### config.mk
export PLATFORM = sky130hd
export DESIGN_NAME = fpu_elastic_pipe
export DESIGN_NICKNAME = d
export VERILOG_FILES = /design/src/rtl/fpu_pipe_pkg.sv /design/src/rtl/fpu_pipe_slot.sv /design/src/rtl/fpu_elastic_pipe.sv
export SDC_FILE = /design/constraint.sdc
export NUM_CORES = 1
export LEC_CHECK = 0
export CAP_MARGIN = 20
export CORE_ASPECT_RATIO = 0.75
export CORE_MARGIN = 2
export CORE_UTILIZATION = 50
export CTS_BUF_LIST = sky130_fd_sc_hd__clkbuf_4
export CTS_CLUSTER_SIZE = 14
export DETAILED_ROUTE_END_ITERATION = 8
export PLACE_DENSITY = 0.77
export SLEW_MARGIN = 20
export SYNTH_ARGS = -nofsm -noshare
export SYNTH_HDL_FRONTEND = slang
export SYNTH_SLANG_ARGS = --single-unit
### constraint.sdc
create_clock -name I_Clk -period 2.11 [get_ports I_Clk]
set_input_delay 0.3165 -clock I_Clk [delete_from_list [all_inputs] [get_ports I_Clk]]
set_output_delay 0.3165 -clock I_Clk [all_outputs]
set_load 0.02 [all_outputs]
### src/rtl/fpu_pipe_pkg.sv
// Shared defaults and helpers for the FPU elastic pipeline registers.
package fpu_pipe_pkg;

    localparam int DEF_DATA_WIDTH = 32;
    localparam int DEF_TAG_WIDTH  = 4;
    localparam int DEF_PIPE_LEN   = 3;

    // Width needed to count 0..n valid stages.
    function automatic int clog2_occ(input int n);
        return (n < 1) ? 1 : $clog2(n + 1);
    endfunction

endpackage

### src/rtl/fpu_pipe_slot.sv
// One stage of the elastic pipe: valid bit plus payload and tag, loaded on advance.
module fpu_pipe_slot
    import fpu_pipe_pkg::*;
#(
    parameter int DATA_WIDTH = DEF_DATA_WIDTH,
    parameter int TAG_WIDTH  = DEF_TAG_WIDTH
) (
    input  logic                  i_clk,
    input  logic                  i_nreset,
    input  logic                  i_flush,
    input  logic                  i_adv,
    input  logic                  i_in_valid,
    input  logic [DATA_WIDTH-1:0] i_in_data,
    input  logic [TAG_WIDTH-1:0]  i_in_tag,
    output logic                  o_valid,
    output logic [DATA_WIDTH-1:0] o_data,
    output logic [TAG_WIDTH-1:0]  o_tag
);

    typedef struct packed {
        logic                 valid;
        logic [TAG_WIDTH-1:0] tag;
    } pipe_ctl_t;

    pipe_ctl_t             r_ctl;
    logic [DATA_WIDTH-1:0] r_data;

    // Flush wins over advance and leaves payload/tag untouched.
    always_ff @(posedge i_clk or negedge i_nreset) begin
        if (!i_nreset) begin
            r_ctl  <= '0;
            r_data <= '0;
        end else if (i_flush) begin
            r_ctl.valid <= 1'b0;
        end else if (i_adv) begin
            r_ctl.valid <= i_in_valid;
            if (i_in_valid) begin
                r_ctl.tag <= i_in_tag;
                r_data    <= i_in_data;
            end
        end
    end

    assign o_valid = r_ctl.valid;
    assign o_data  = r_data;
    assign o_tag   = r_ctl.tag;

endmodule

### src/rtl/fpu_elastic_pipe.sv
// N-stage valid/ready pipeline register with optional bubble collapsing, flush and tag sideband.
module fpu_elastic_pipe
    import fpu_pipe_pkg::*;
#(
    parameter int DATA_WIDTH      = DEF_DATA_WIDTH,
    parameter int TAG_WIDTH       = DEF_TAG_WIDTH,
    parameter int PIPE_LEN        = DEF_PIPE_LEN,
    parameter int BUBBLE_COLLAPSE = 1
) (
    input  logic                            I_Clk,
    input  logic                            I_nReset,
    input  logic                            I_Flush,
    input  logic                            I_Valid,
    output logic                            O_Ready,
    input  logic [DATA_WIDTH-1:0]           I_D,
    input  logic [TAG_WIDTH-1:0]            I_Tag,
    output logic                            O_Valid,
    input  logic                            I_Ready,
    output logic [DATA_WIDTH-1:0]           O_Q,
    output logic [TAG_WIDTH-1:0]            O_Tag,
    output logic [$clog2(PIPE_LEN+1)-1:0]   O_Occupancy
);

    localparam int OCC_W = clog2_occ(PIPE_LEN);

    logic [PIPE_LEN:0]     w_adv;
    logic [PIPE_LEN-1:0]   w_valid;
    logic [DATA_WIDTH-1:0] w_data [PIPE_LEN];
    logic [TAG_WIDTH-1:0]  w_tag  [PIPE_LEN];
    logic [OCC_W-1:0]      w_occ;

    assign w_adv[PIPE_LEN] = I_Ready;

    genvar k;
    generate
        for (k = 0; k < PIPE_LEN; k++) begin : g_stage
            logic                  w_in_valid;
            logic [DATA_WIDTH-1:0] w_in_data;
            logic [TAG_WIDTH-1:0]  w_in_tag;

            if (k == 0) begin : g_head
                assign w_in_valid = I_Valid;
                assign w_in_data  = I_D;
                assign w_in_tag   = I_Tag;
            end else begin : g_body
                assign w_in_valid = w_valid[k-1];
                assign w_in_data  = w_data[k-1];
                assign w_in_tag   = w_tag[k-1];
            end

            // Elastic: an empty stage may always load. Lock-step: every stage follows I_Ready.
            if (BUBBLE_COLLAPSE != 0) begin : g_elastic
                assign w_adv[k] = ~w_valid[k] | w_adv[k+1];
            end else begin : g_lockstep
                assign w_adv[k] = w_adv[k+1];
            end

            fpu_pipe_slot #(
                .DATA_WIDTH (DATA_WIDTH),
                .TAG_WIDTH  (TAG_WIDTH)
            ) u_slot (
                .i_clk      (I_Clk),
                .i_nreset   (I_nReset),
                .i_flush    (I_Flush),
                .i_adv      (w_adv[k]),
                .i_in_valid (w_in_valid),
                .i_in_data  (w_in_data),
                .i_in_tag   (w_in_tag),
                .o_valid    (w_valid[k]),
                .o_data     (w_data[k]),
                .o_tag      (w_tag[k])
            );
        end
    endgenerate

    always_comb begin
        w_occ = '0;
        for (int i = 0; i < PIPE_LEN; i++) begin
            w_occ = w_occ + OCC_W'(w_valid[i]);
        end
    end

    assign O_Ready     = w_adv[0];
    assign O_Valid     = w_valid[PIPE_LEN-1];
    assign O_Q         = w_data[PIPE_LEN-1];
    assign O_Tag       = w_tag[PIPE_LEN-1];
    assign O_Occupancy = w_occ;

endmodule

==> results.cfg <==
[clocking]
clock_sinks = 111
clk-insertion-delay-late_ns = 0.45
cts_setup_buffers = 0
htree_levels = 3
root_buffer = clkbuf_4
tritoncts = yes
clockBufferDepth = 2
numCtsBuffers = 9
clk_pin_slew_worst_paths_ns = 0.16

[drt]
drtAntennaViolNets = 0
post_drt_via_cell_ratio = 5.07
routedWlPerCell_microns = 16.4
dr.pass1.iters = 4
vias = 2260
wirelength_mm = 7.31
dr.first_iter.drc_count = 54
drc = 0

[sta]
drv_slew = 0
fin_crit_ns = 2.00
max_freq_mhz = 500
worstMarginPinSlew_ns = 0.510
finalHoldViolCount = 0
finClkSkew_ns = 0.0128
maxSlewHeadroom_pct = 66.0
rsz0062_at_grt = false
hold_slack_ns = 0.353
tns_ns = 0
setup_viol = 0
min_period_over_period_pct = 94.8

[power_and_ir_drop]
swShare_pct = 28.4
ir_drop_mv = 0.564
p_int_mw = 4.29
pwr-share-comb_pct = 30.8
power.density_mw_per_mm2 = 1110
p_leak_nw = 2.43
power_switching_mw = 1.70
clkPwrFrac_pct = 18.8
pwr-share-seq_pct = 50.4

[flow_run]
drv_cap = 0

[outcome]
status = finished, final reports clean

[placed_design]
portBuffers = 80
routabilityCongestion = 0.704
dpl.cell_count = 429
post-dp-hpwl_mm = 5.02

[global_route]
grt.overflow.total = 0
grt_first_pass_wirelength_mm = 12.4
use_met3_pct = 7.15
grt_use_met2_pct = 26.4
grt_max_degree = 51
track_usage_pct = 16.9
met1_usage_pct = 21.9
antenna_found_initial = 0
grt_pass1_vias = 2500
busiest_layer = met2

[yosys]
ys_ff_latch = 111
avgSynthCellArea_sq_um = 17.8
synth_area_sq_mm = 0.00434
yosys_warnings = 0
yosysSeqAreaShare_pct = 64.0
syn-num-nets = 286
syn_inst = 244
synth.distinct_cells = 16

[die]
start_util_pct = 51.4
core-area_sq_mm = 0.00845
ioPinCount = 81
die_w_microns = 112
rows = 29
dieArea_sq_mm = 0.00945
die_h_microns = 84.7

[worst_setup_path]
crit_path_cell_trace = fa_1 > dlygate4sd2_1
end_kind = primary output
cp_max_fo = 4
reg2reg_from = g_stage[2].u_slot.o_valid$_DFFE_PN0P_
r2r_slack_ns = 0.46
critPathArrivalTime_ns = 1.68
crit_type = reg -> out
reg2regPathDepth = 4
slowest_delay_ns = 0.47
r2r-end = g_stage[2].u_slot.o_data[27]$_DFFE_PN0P_
slowest_stage = dfrtp_1
required_ns = 1.79
cp-start-kind = register

[final_layout]
final_util_pct = 64.1
fillers = 664
mostFrequentLayoutCells = dfrtp_1, mux2_2, clkdlybuf4s50_1
fin_nets = 375
layout_commonest_cell = dfrtp_1
n_antenna_cell = 0
area_delta_synth_final_pct = 24.8
layout-drive-gt1-share_pct = 40.2
final_cells = 446

[worst_hold_path]
hold_class = in -> async
power groups by stage:
| stage | logic (mW) | registers (mW) | clock network (mW) |
|---|---|---|---|
| floorplan | 0.682 | 3.36 | 0 |
| global placement | 1.82 | 3.05 | 0 |
| detailed placement | 1.87 | 3.08 | 0 |
| CTS | 1.87 | 3.03 | 1.17 |
| global route | 1.95 | 3.10 | 1.27 |
| finish | 1.84 | 3.02 | 1.13 |
layer usage:
metal | wire, microns | up-vias
met5 | 0 | -
met1 | 3280 | 1153
met4 | 81 | 0
li1 | - | 1035
met2 | 3420 | 65
met3 | 525 | 7
flip-flops by register name (all words and copies together) (netlist names):
| name | cells |
|---|---|
| g_stage.u_slot.o_data | 96 |
| g_stage.u_slot.o_tag | 12 |
| g_stage.u_slot.o_valid | 3 |
logic make-up after synthesis:
| family | after synthesis | share of synthesized area [%] |
|---|---|---|
| flops | 111 | 64.0 |
| buf+inv | 14 | 3.40 |
| fa+ha+maj | 1 | 0.461 |
| simple gates | 7 | 1.12 |
| mux | 108 | 30.6 |
| compound gates | 3 | 0.432 |
repair_timing:
| item | 4_1_cts | 5_1_grt |
|---|---|---|
| resized for setup | 5 | 1 |
| endpoints found under the hold margin | 36 | 0 |
| endpoints found under the setup margin | 3 | 1 |
| hold buffers | 1 | 0 |
stage by stage:
stage	instance area, sq um	worst slack (ns)	power (mW)
after global routing	5420	0.0233	6.32
after CTS	5420	0.0376	6.08
after global placement	5260	0.180	4.86
final	5420	0.109	5.99
after detailed placement	5260	0.115	4.94
after floorplan	4340	0.340	4.05
worst max-delay path, delay by kind of cell (launching register included):
family | cells | cell delay (ns)
DFF | 1 | 0.47
adders and majority gates | 1 | 0.43
buffers and inverters | 1 | 0.33
cell usage after synthesis:
cell      number  area [sq um]
dfrtp_1      111          2780
mux2_2        78           878
mux2_4        30           450
buf_4          4          30.0
buf_6          4          45.0
buf_12         3          60.1
nor2_1         3          11.3
a21oi_1        2          10.0
inv_1          2          7.51
a211o_1        1          8.76
buf_2          1          5.00
fa_1           1          20.0
nand3b_1       1          7.51
nand4b_1       1          8.76
nor2b_4        1          13.8
nor3b_1        1          7.51
worst max path at each step:
stage                                                startpoint                                       end  slack, ns  cells after the start
final                     g_stage[2].u_slot.o_valid$_DFFE_PN0P_                            O_Occupancy[1]       0.11                      2
after global routing      g_stage[2].u_slot.o_valid$_DFFE_PN0P_                            O_Occupancy[1]       0.02                      2
after CTS                 g_stage[2].u_slot.o_valid$_DFFE_PN0P_                            O_Occupancy[0]       0.04                      2
after detailed placement                                I_Ready  g_stage[0].u_slot.o_data[13]$_DFFE_PN0P_       0.12                      5
after global placement                                  I_Ready  g_stage[0].u_slot.o_data[20]$_DFFE_PN0P_       0.18                      5
after floorplan           g_stage[2].u_slot.o_valid$_DFFE_PN0P_  g_stage[0].u_slot.o_data[10]$_DFFE_PN0P_       0.34                      5
final cells by class:
| cell class | count | area [sq um] | share of cell area, % |
|---|---|---|---|
| Timing Repair Buffer | 90 | 918 | 17.0 |
| Inverter | 2 | 7.51 | 0.139 |
| Sequential cell | 111 | 2780 | 51.3 |
| Tap cell | 108 | 135 | 2.49 |
| Clock inverter | 7 | 87.6 | 1.62 |
| Multi-Input combinational cell | 119 | 1420 | 26.3 |
| Clock buffer | 9 | 67.6 | 1.25 |
No activity file was read; power rests on OpenSTA's default activity.
